### config.mk
export PLATFORM = sky130hd
export DESIGN_NAME = i2c_txn_arbiter
export DESIGN_NICKNAME = d
export VERILOG_FILES = /design/src/rtl/i2c_txn_arbiter.sv
export SDC_FILE = /design/constraint.sdc
export NUM_CORES = 1
export LEC_CHECK = 0
export CORE_ASPECT_RATIO = 0.6
export CORE_MARGIN = 2
export CORE_UTILIZATION = 45
export DETAILED_ROUTE_END_ITERATION = 6
export PLACE_DENSITY = 0.88
export SLEW_MARGIN = 0
export SYNTH_ARGS = -nofsm -noshare
export SYNTH_HDL_FRONTEND = slang
export SYNTH_SLANG_ARGS = --single-unit
### constraint.sdc
create_clock -name clk -period 2.1 [get_ports clk]
set_input_delay 0.63 -clock clk [delete_from_list [all_inputs] [get_ports clk]]
set_output_delay 0.63 -clock clk [all_outputs]
set_load 0.01 [all_outputs]
### src/rtl/i2c_txn_arbiter.sv
// Round-robin arbiter sharing one i2c_ctrl master among NUM_REQ requesters.
// The winner's command is latched and launched with a one-cycle start.
// Master activity is tracked: busy handshake, per-byte strobes routed to the
// granted requester, timeout supervision, and a done/err completion pulse.
module i2c_txn_arbiter #(
    parameter int unsigned NUM_REQ = 2,
    parameter int unsigned TIMEOUT = 1023
) (
    input  logic                   clk,
    input  logic                   rst_n,
    input  logic [NUM_REQ-1:0]     req,
    input  logic [NUM_REQ-1:0]     req_wr,
    input  logic [7*NUM_REQ-1:0]   req_addr,
    input  logic [8*NUM_REQ-1:0]   req_nbytes,
    input  logic [8*NUM_REQ-1:0]   req_wdata,
    output logic [NUM_REQ-1:0]     gnt,
    output logic [NUM_REQ-1:0]     byte_strb,
    output logic [NUM_REQ-1:0]     done,
    output logic                   err,
    output logic                   m_start,
    output logic                   m_wr,
    output logic [6:0]             m_addr,
    output logic [7:0]             m_nbytes,
    output logic [7:0]             m_wdata,
    input  logic                   m_busy,
    input  logic                   m_byte_done,
    output logic                   arb_busy
);

    localparam int unsigned IW = (NUM_REQ > 1) ? $clog2(NUM_REQ) : 1;
    localparam int unsigned TW = $clog2(TIMEOUT + 1);
    localparam logic [TW-1:0] TMO_LAST = TW'(TIMEOUT - 1);

    typedef enum logic [2:0] {
        S_IDLE,
        S_ARB,
        S_LAUNCH,
        S_WAIT_BUSY,
        S_RUN,
        S_DONE,
        S_ERR
    } state_t;

    state_t            r_state;
    state_t            w_next;

    logic [IW-1:0]     r_last;
    logic [IW-1:0]     r_gidx;
    logic [NUM_REQ-1:0] r_gnt;
    logic              r_m_wr;
    logic [6:0]        r_m_addr;
    logic [7:0]        r_m_nbytes;
    logic [7:0]        r_m_wdata;
    logic [7:0]        r_byte_cnt;
    logic [TW-1:0]     r_tmo;
    logic              r_bd_q;
    logic              r_bd_pulse;
    logic              r_busy_q;
    logic              r_busy_fall;

    logic              w_win_valid;
    logic [IW-1:0]     w_win_idx;
    logic              w_win_wr;
    logic [6:0]        w_win_addr;
    logic [7:0]        w_win_nb;
    logic [7:0]        w_g_wdata;

    // Round-robin search starting one past the last granted requester
    always_comb begin
        w_win_valid = 1'b0;
        w_win_idx   = '0;
        for (int unsigned k = 1; k <= NUM_REQ; k++) begin
            if (!w_win_valid && req[IW'((32'(r_last) + k) % NUM_REQ)]) begin
                w_win_valid = 1'b1;
                w_win_idx   = IW'((32'(r_last) + k) % NUM_REQ);
            end
        end
    end

    // Select the winner's command fields and the granted requester's write byte
    always_comb begin
        w_win_wr   = 1'b0;
        w_win_addr = '0;
        w_win_nb   = '0;
        w_g_wdata  = '0;
        for (int unsigned i = 0; i < NUM_REQ; i++) begin
            if (w_win_idx == IW'(i)) begin
                w_win_wr   = req_wr[i];
                w_win_addr = req_addr[7*i +: 7];
                w_win_nb   = req_nbytes[8*i +: 8];
            end
            if (r_gidx == IW'(i)) begin
                w_g_wdata = req_wdata[8*i +: 8];
            end
        end
    end

    // State register
    always_ff @(posedge clk or negedge rst_n) begin
        if (!rst_n) begin
            r_state <= S_IDLE;
        end else begin
            r_state <= w_next;
        end
    end

    // Next-state decode and per-state output pulses
    always_comb begin
        w_next    = r_state;
        m_start   = 1'b0;
        done      = '0;
        err       = 1'b0;
        byte_strb = '0;
        arb_busy  = (r_state != S_IDLE);
        case (r_state)
            S_IDLE: begin
                if (|req) begin
                    w_next = S_ARB;
                end
            end
            S_ARB: begin
                if (!w_win_valid) begin
                    w_next = S_IDLE;
                end else if (w_win_nb == '0) begin
                    w_next = S_ERR;
                end else begin
                    w_next = S_LAUNCH;
                end
            end
            S_LAUNCH: begin
                m_start = 1'b1;
                w_next  = S_WAIT_BUSY;
            end
            S_WAIT_BUSY: begin
                if (m_busy) begin
                    w_next = S_RUN;
                end else if (r_tmo == TMO_LAST) begin
                    w_next = S_ERR;
                end
            end
            S_RUN: begin
                if (r_bd_pulse) begin
                    byte_strb = r_gnt;
                end
                // busy fall and byte pulse share the same one-cycle latency,
                // so a final byte coinciding with the fall is still counted
                if (r_busy_fall) begin
                    w_next = S_DONE;
                end else if (!r_bd_pulse && m_busy && r_tmo == TMO_LAST) begin
                    w_next = S_ERR;
                end
            end
            S_DONE: begin
                done   = r_gnt;
                err    = (r_byte_cnt != r_m_nbytes);
                w_next = S_IDLE;
            end
            S_ERR: begin
                done   = r_gnt;
                err    = 1'b1;
                w_next = S_IDLE;
            end
            default: begin
                w_next = S_IDLE;
            end
        endcase
    end

    // Edge detectors for master byte_done and busy
    always_ff @(posedge clk or negedge rst_n) begin
        if (!rst_n) begin
            r_bd_q      <= 1'b0;
            r_bd_pulse  <= 1'b0;
            r_busy_q    <= 1'b0;
            r_busy_fall <= 1'b0;
        end else begin
            r_bd_q      <= m_byte_done;
            r_bd_pulse  <= m_byte_done & ~r_bd_q;
            r_busy_q    <= m_busy;
            r_busy_fall <= r_busy_q & ~m_busy;
        end
    end

    // Grant, command latch, byte counter, timeout counter and round-robin pointer
    always_ff @(posedge clk or negedge rst_n) begin
        if (!rst_n) begin
            r_last     <= IW'(NUM_REQ - 1);
            r_gidx     <= '0;
            r_gnt      <= '0;
            r_m_wr     <= 1'b0;
            r_m_addr   <= '0;
            r_m_nbytes <= '0;
            r_m_wdata  <= '0;
            r_byte_cnt <= '0;
            r_tmo      <= '0;
        end else begin
            if (r_gnt != '0) begin
                r_m_wdata <= w_g_wdata;
            end
            case (r_state)
                S_ARB: begin
                    if (w_win_valid) begin
                        r_gidx     <= w_win_idx;
                        r_gnt      <= NUM_REQ'(1) << w_win_idx;
                        r_m_wr     <= w_win_wr;
                        r_m_addr   <= w_win_addr;
                        r_m_nbytes <= w_win_nb;
                        r_byte_cnt <= '0;
                    end
                end
                S_LAUNCH: begin
                    r_tmo <= '0;
                end
                S_WAIT_BUSY: begin
                    if (m_busy) begin
                        r_tmo <= '0;
                    end else begin
                        r_tmo <= r_tmo + 1'b1;
                    end
                end
                S_RUN: begin
                    if (r_bd_pulse) begin
                        r_tmo <= '0;
                        if (r_byte_cnt != 8'hFF) begin
                            r_byte_cnt <= r_byte_cnt + 1'b1;
                        end
                    end else begin
                        r_tmo <= r_tmo + 1'b1;
                    end
                end
                S_DONE, S_ERR: begin
                    r_last <= r_gidx;
                    r_gnt  <= '0;
                end
                default: begin
                end
            endcase
        end
    end

    assign gnt      = r_gnt;
    assign m_wr     = r_m_wr;
    assign m_addr   = r_m_addr;
    assign m_nbytes = r_m_nbytes;
    assign m_wdata  = r_m_wdata;

endmodule

== Word level (Yosys, flattened, before mapping) ==
Cells that the tools add are included.

* Output and inout bits: 33
* Bits of input ports: 54
* Logic and storage cells: 92
* Flip-flop bits (word level): 53

* Bitwise operators: 4
* Shift operators: 1
* Equal/unequal tests: 15
* Reduce and logical (&&, ||, !) cells: 18
* $lt $le $gt $ge: 2
* $add $sub $neg: 4
* Mux-type cells: 34

{| class="wikitable"
|+ Operator list
! cell !! count
|-
| $mux 8 || 5
|-
| $pmux 10 s3 || 1
|-
| $mux 3 || 7
|-
| $mux 10 || 2
|-
| $pmux 8 s2 || 1
|-
| $pmux 3 s5 || 1
|-
| $add 10x1->10 const B || 1
|-
| $eq 10x10->1 const B || 1
|-
| $mux 1 || 10
|-
| $eq 3x3->1 const B || 3
|-
| $add 8x1->8 const B || 1
|-
| $logic_not 8->1 || 1
|-
| $mux 2 || 4
|-
| $ne 2x2->1 const B || 4
|-
| $ne 8x8->1 || 1
|-
| $ne 8x8->1 const B || 1
|-
| $mux 7 || 1
|-
| $eq 3x2->1 const B || 2
|-
| $ne 3x3->1 const B || 2
|-
| $reduce_bool 2->1 || 3
|-
| $reduce_bool 3->1 || 2
|-
| $lt 1x2->1 const B || 2
|-
| $pmux 2 s2 || 1
|-
| $reduce_and 2->1 || 2
|-
| 12 further kinds || 19
|}

== Depth between registers and ports, before layout ==
* Depth in word-level cells: 12
* Mapped depth: 6
* Depth with buffers taken out: 6

== Worst setup path after synthesis ==
No wires, ideal clock.

* Path kind: reg-to-output
* Start: register r_state[0]
* End: output err
* Data arrival time: 1.143 ns
* Cell stages (with the launch flop): 5
* Required time: 1.470 ns
* Path buffers: 1
* Path slack: 0.327 ns
* Path through: dfrtp_1 buf_2 nor2b_1 o21ai_0 a21boi_0

* Cells in the longest elaborated chain, start to end: 2
* Elaborated cells on any way between the ends: 3
* Those cells by class: 2 x eq/ne; 1 x mux

{| class="wikitable"
|+ RTL lines
! item !! RTL line !! source
|-
| start: declaration || 44 || <nowiki>state_t r_state;</nowiki>
|-
| start signal: assignment || 103 || <nowiki>r_state <= w_next;</nowiki>
|-
| $eq 3x3->1 || 115 || <nowiki>case (r_state)</nowiki>
|-
| $pmux 1 s2 * || 115 ||
|-
| end: declaration || 19 || <nowiki>output logic err,</nowiki>
|}

Every way passes the cells marked *; elsewhere a longest branch is shown, timed or not.

== Worst setup path in the final report ==
* Start: register r_byte_cnt[0]
* End: output err

* Cells in the longest elaborated chain, start to end: 2

{| class="wikitable"
|+ RTL lines
! item !! RTL line !! source
|-
| start: declaration || 54 || <nowiki>logic [7:0] r_byte_cnt;</nowiki>
|-
| start signal: assignment || 225 || <nowiki>r_byte_cnt <= r_byte_cnt + 1'b1;</nowiki>
|-
| $ne 8x8->1 || 155 || <nowiki>err = (r_byte_cnt != r_m_nbytes);</nowiki>
|-
| $pmux 1 s2 || 115 ||
|}

Every way passes these cells.

==> summary.md <==
| Metric | Value |
|---|---|
| 1st-pass router iterations | 5 |
| Fraction of registers with async set/reset | 1.00 |
| Port buffer count | 86 |
| Initial Utilization | 0.465 |
| Critical path, cell by cell | xnor2_1 -> nand4_1 -> o21ai_1 -> a21boi_1 -> buf_2 |
| Tcrit/Tclk final | 0.992 |
| Worst hold path class | input port to async pin |
| Pwr/cell area | about 1100 nW/um^2 |
| Clk_lat worst skew | approximately 0.31 ns |
| CP arrival | 1.45 ns |
| F_max | 0.480 GHz |
| IO Count | between 80 and 90 |
| RePlAce Congestion | about 0.91 |
| Yosys top cell by area | dfrtp_1 |
| Fraction of layout cells with a size suffix above 1 | 0.195 |
| Post-Layout Cell Count | around 500 |
| Critical Path RT | between 1 and 1.5 ns |
| Yosys reg bits | between 50 and 60 |
| Skew final | around 0.011 ns |
| Synth unique cells | 55 |
| Reg clk slew, reported paths | approximately 0.09 ns |
| Largest net degree at the start of global routing | 35 |
| Max-slew violation count | 0 |
| Cell Rows | 22 |
| Cells after synthesis | between 200 and 300 |
| Worst path max stage delay | roughly 0.44 ns |
| Worst-Margin Slew | between 0.5 and 0.6 ns |
| Drc violations | 0 |
| CTS Buffer Depth | 2 |
| Die height | between 60 and 70 um |
| # H-tree levels | 2 |
| Final WL | approximately 8600 um |
| GRT busiest layer | met2 |
| Setup CP Type | flop to output pin |
| GRT overflow | 0 |
| Sink Count | 53 |
| Status | completed |
| Via/cell ratio | around 5.6 |
| Met1 usage in global routing | 0.365 |
| Setup TNS | 0 ns |
| Syn Nets | roughly 340 |
| Post-synthesis sequential area ratio | 0.468 |
| Number of flops mapped to enable cells by yosys | 0 |
| HPWL after DPL | roughly 6700 um |
| Post-DRT Antenna Nets | 0 |
| Crit path launch type | flop |
| Top FF cell, synth | dfrtp_1 |
| Final min period | 2.08 ns |
| Final #Nets | 471 |
| Initial antenna violation count | 0 |
| Buf/Inv on CP | 1 |
| Cts bufs inserted | 5 |
| Hold_buf cts | 0 |
| CTS Root Cell | clkbuf_8 |
| Ant. Diodes | 0 |
| Detailed Route Iter0 Violations | between 200 and 250 |
| Vias in the first global route | between 2,000 and 3,000 |
| TritonCTS clock tree | done |
| Leakage Power | between 1.5 and 2 nW |
| Synth Area per Inst | slightly below 10 um^2 |
| Family with the most delay on the worst path | flip-flops |
| Synth top area cells | dfrtp_1 46%, mux2i_1 9.2%, o21ai_0 3.9% |
| Placed Instances | a little under 500 |
| Hold slack | 0.265 ns |
| Top-area cell type share of the netlist area | 0.458 |
| RSZ-0062 raised after global routing | true |
| Post-Syn Area | ~2800 um^2 |
| Core outline area | about 6100 um^2 |
| First-pass GRT wire length | 13,900 um |
| Final Hold Fails | 0 |
| Worst Setup End Kind | output pin |
| Area grow syn2layout | 49.9% |
| Synth Warn # | 0 |
| Tot GR Track Use | 0.262 |
| Grt met3 use | 0.0694 |
| DIE WIDTH | between 100 and 150 um |
| GR Util met2 | 0.417 |
| Relative slew slack | 0.653 |
| Max Cap Violations | 0 |
| CP max-delay cell | dfrtp_1 |
| Setup Viol. Count Final | 0 |
| Worst VDD drop | 0.660 mV |
| Via count | roughly 2,800 |
| Crit-path max FO | 2 |
| DIE AREA | around 7000 um^2 |
| Drt wl/cell | ~17 um |
==> sequential cells by signal, summed over array words and instances, names as in the netlist <==
name and count:
r_busy_q 1, r_busy_fall 1, m_wdata 8, r_bd_q 1, m_nbytes 8, gnt 2
m_wr 1, r_bd_pulse 1, r_gidx 1, r_byte_cnt 8, r_last 1, r_state 3
r_tmo 10, m_addr 7
==> per-layer routing <==
layer,share of wire,wire [um],up-vias
li1,-,-,1296
met1,0.45,3860,1364
met2,0.46,3970,107
met3,0.082,706,12
met4,0.011,91,0
met5,0,0,-
==> power by group <==
part           switching, mW  internal (mW)
Combinational           1.18           1.44
Sequential             0.314           1.35
Clock                  0.326          0.270
Total                   1.82           3.06
==> Yosys cell counts, drive strengths merged (8+ instances only) <==
cell / n
dfrtp: 52
nand2: 28
mux2i: 26
o21ai: 24
nor2: 18
a21oi: 15
nand3: 10
buf: 8
xnor2: 8
==> final timing paths <==
kind                                 endpoint     startpoint  slack (ns)  depth (start not counted)
worst max-delay path                      err  r_byte_cnt[0]        0.02                          5
worst min-delay path                m_addr[0]          rst_n        0.26                          1
worst max register to register  r_byte_cnt[1]  r_byte_cnt[0]        0.16                          6
worst min register to register     r_bd_pulse         r_bd_q        0.42                          1
max in group asynchronous              r_last          rst_n        1.22                          2
min in group clk                   r_bd_pulse         r_bd_q        0.42                          1
==> worst register-to-register path: stages, from the launching register on <==
cell      delay (ns)
dfrtp_1         0.42
buf_4           0.17
ha_1            0.18
nand3_1         0.21
o211ai_4        0.48
a21oi_1         0.15
a31o_2          0.23
==> timing repair <==
action,CTS,global route
pin swaps,6,5
setup buffers,2,2
gates resized for setup,28,9
endpoints found under the setup margin,7,8
==> cells by family (layout without fill, tap and decap cells) <==
logic type,count (synthesis),in the layout,share of synthesized area
AO/OA/AOI/OAI,73,73,0.169
XOR/XNOR,9,9,0.0278
AND/OR/NAND/NOR,102,102,0.195
flip-flops,53,53,0.468
multiplexers,27,27,0.0956
adder cells (fa/ha/maj),3,3,0.0132
buffers and inverters,20,148,0.0317
==> through the flow <==
| stage | utilization | setup WS [ns] | power (mW) | cell area (um^2) |
|---|---|---|---|---|
| 5_1_grt | 0.696 | -0.0473 | 5.21 | 4260 |
| 4_1_cts | 0.690 | -0.0197 | 4.84 | 4210 |
| 6_report | 0.696 | 0.0167 | 4.89 | 4260 |
| 3_3_place_gp | 0.672 | -0.106 | 4.07 | 4110 |
| 3_5_place_dp | 0.672 | -0.150 | 4.19 | 4110 |
| 2_1_floorplan | - | 0.327 | 2.78 | 2840 |
==> layout by cell type, fill, tap and decap left out, drive strengths merged, types with 6 or more instances in the layout <==
master,instances
a21oi,15
buf,53
clkbuf,10
clkdlybuf4s50,77
dfrtp,52
inv,6
mux2i,26
nand2,28
nand3,10
nor2,18
o211ai,6
o21ai,24
or4,6
xnor2,8
==> layout make-up <==
cell class / instances / area (um^2)
multi-input cells: 214 / 1470
well taps: 84 / 105
flip-flops and latches: 53 / 1330
clock buffers: 8 / 90.1
inverters: 6 / 22.5
fillers: 467 / 1860
repair buffers: 134 / 1240
Note: power is estimated with default switching activity, not from simulation.
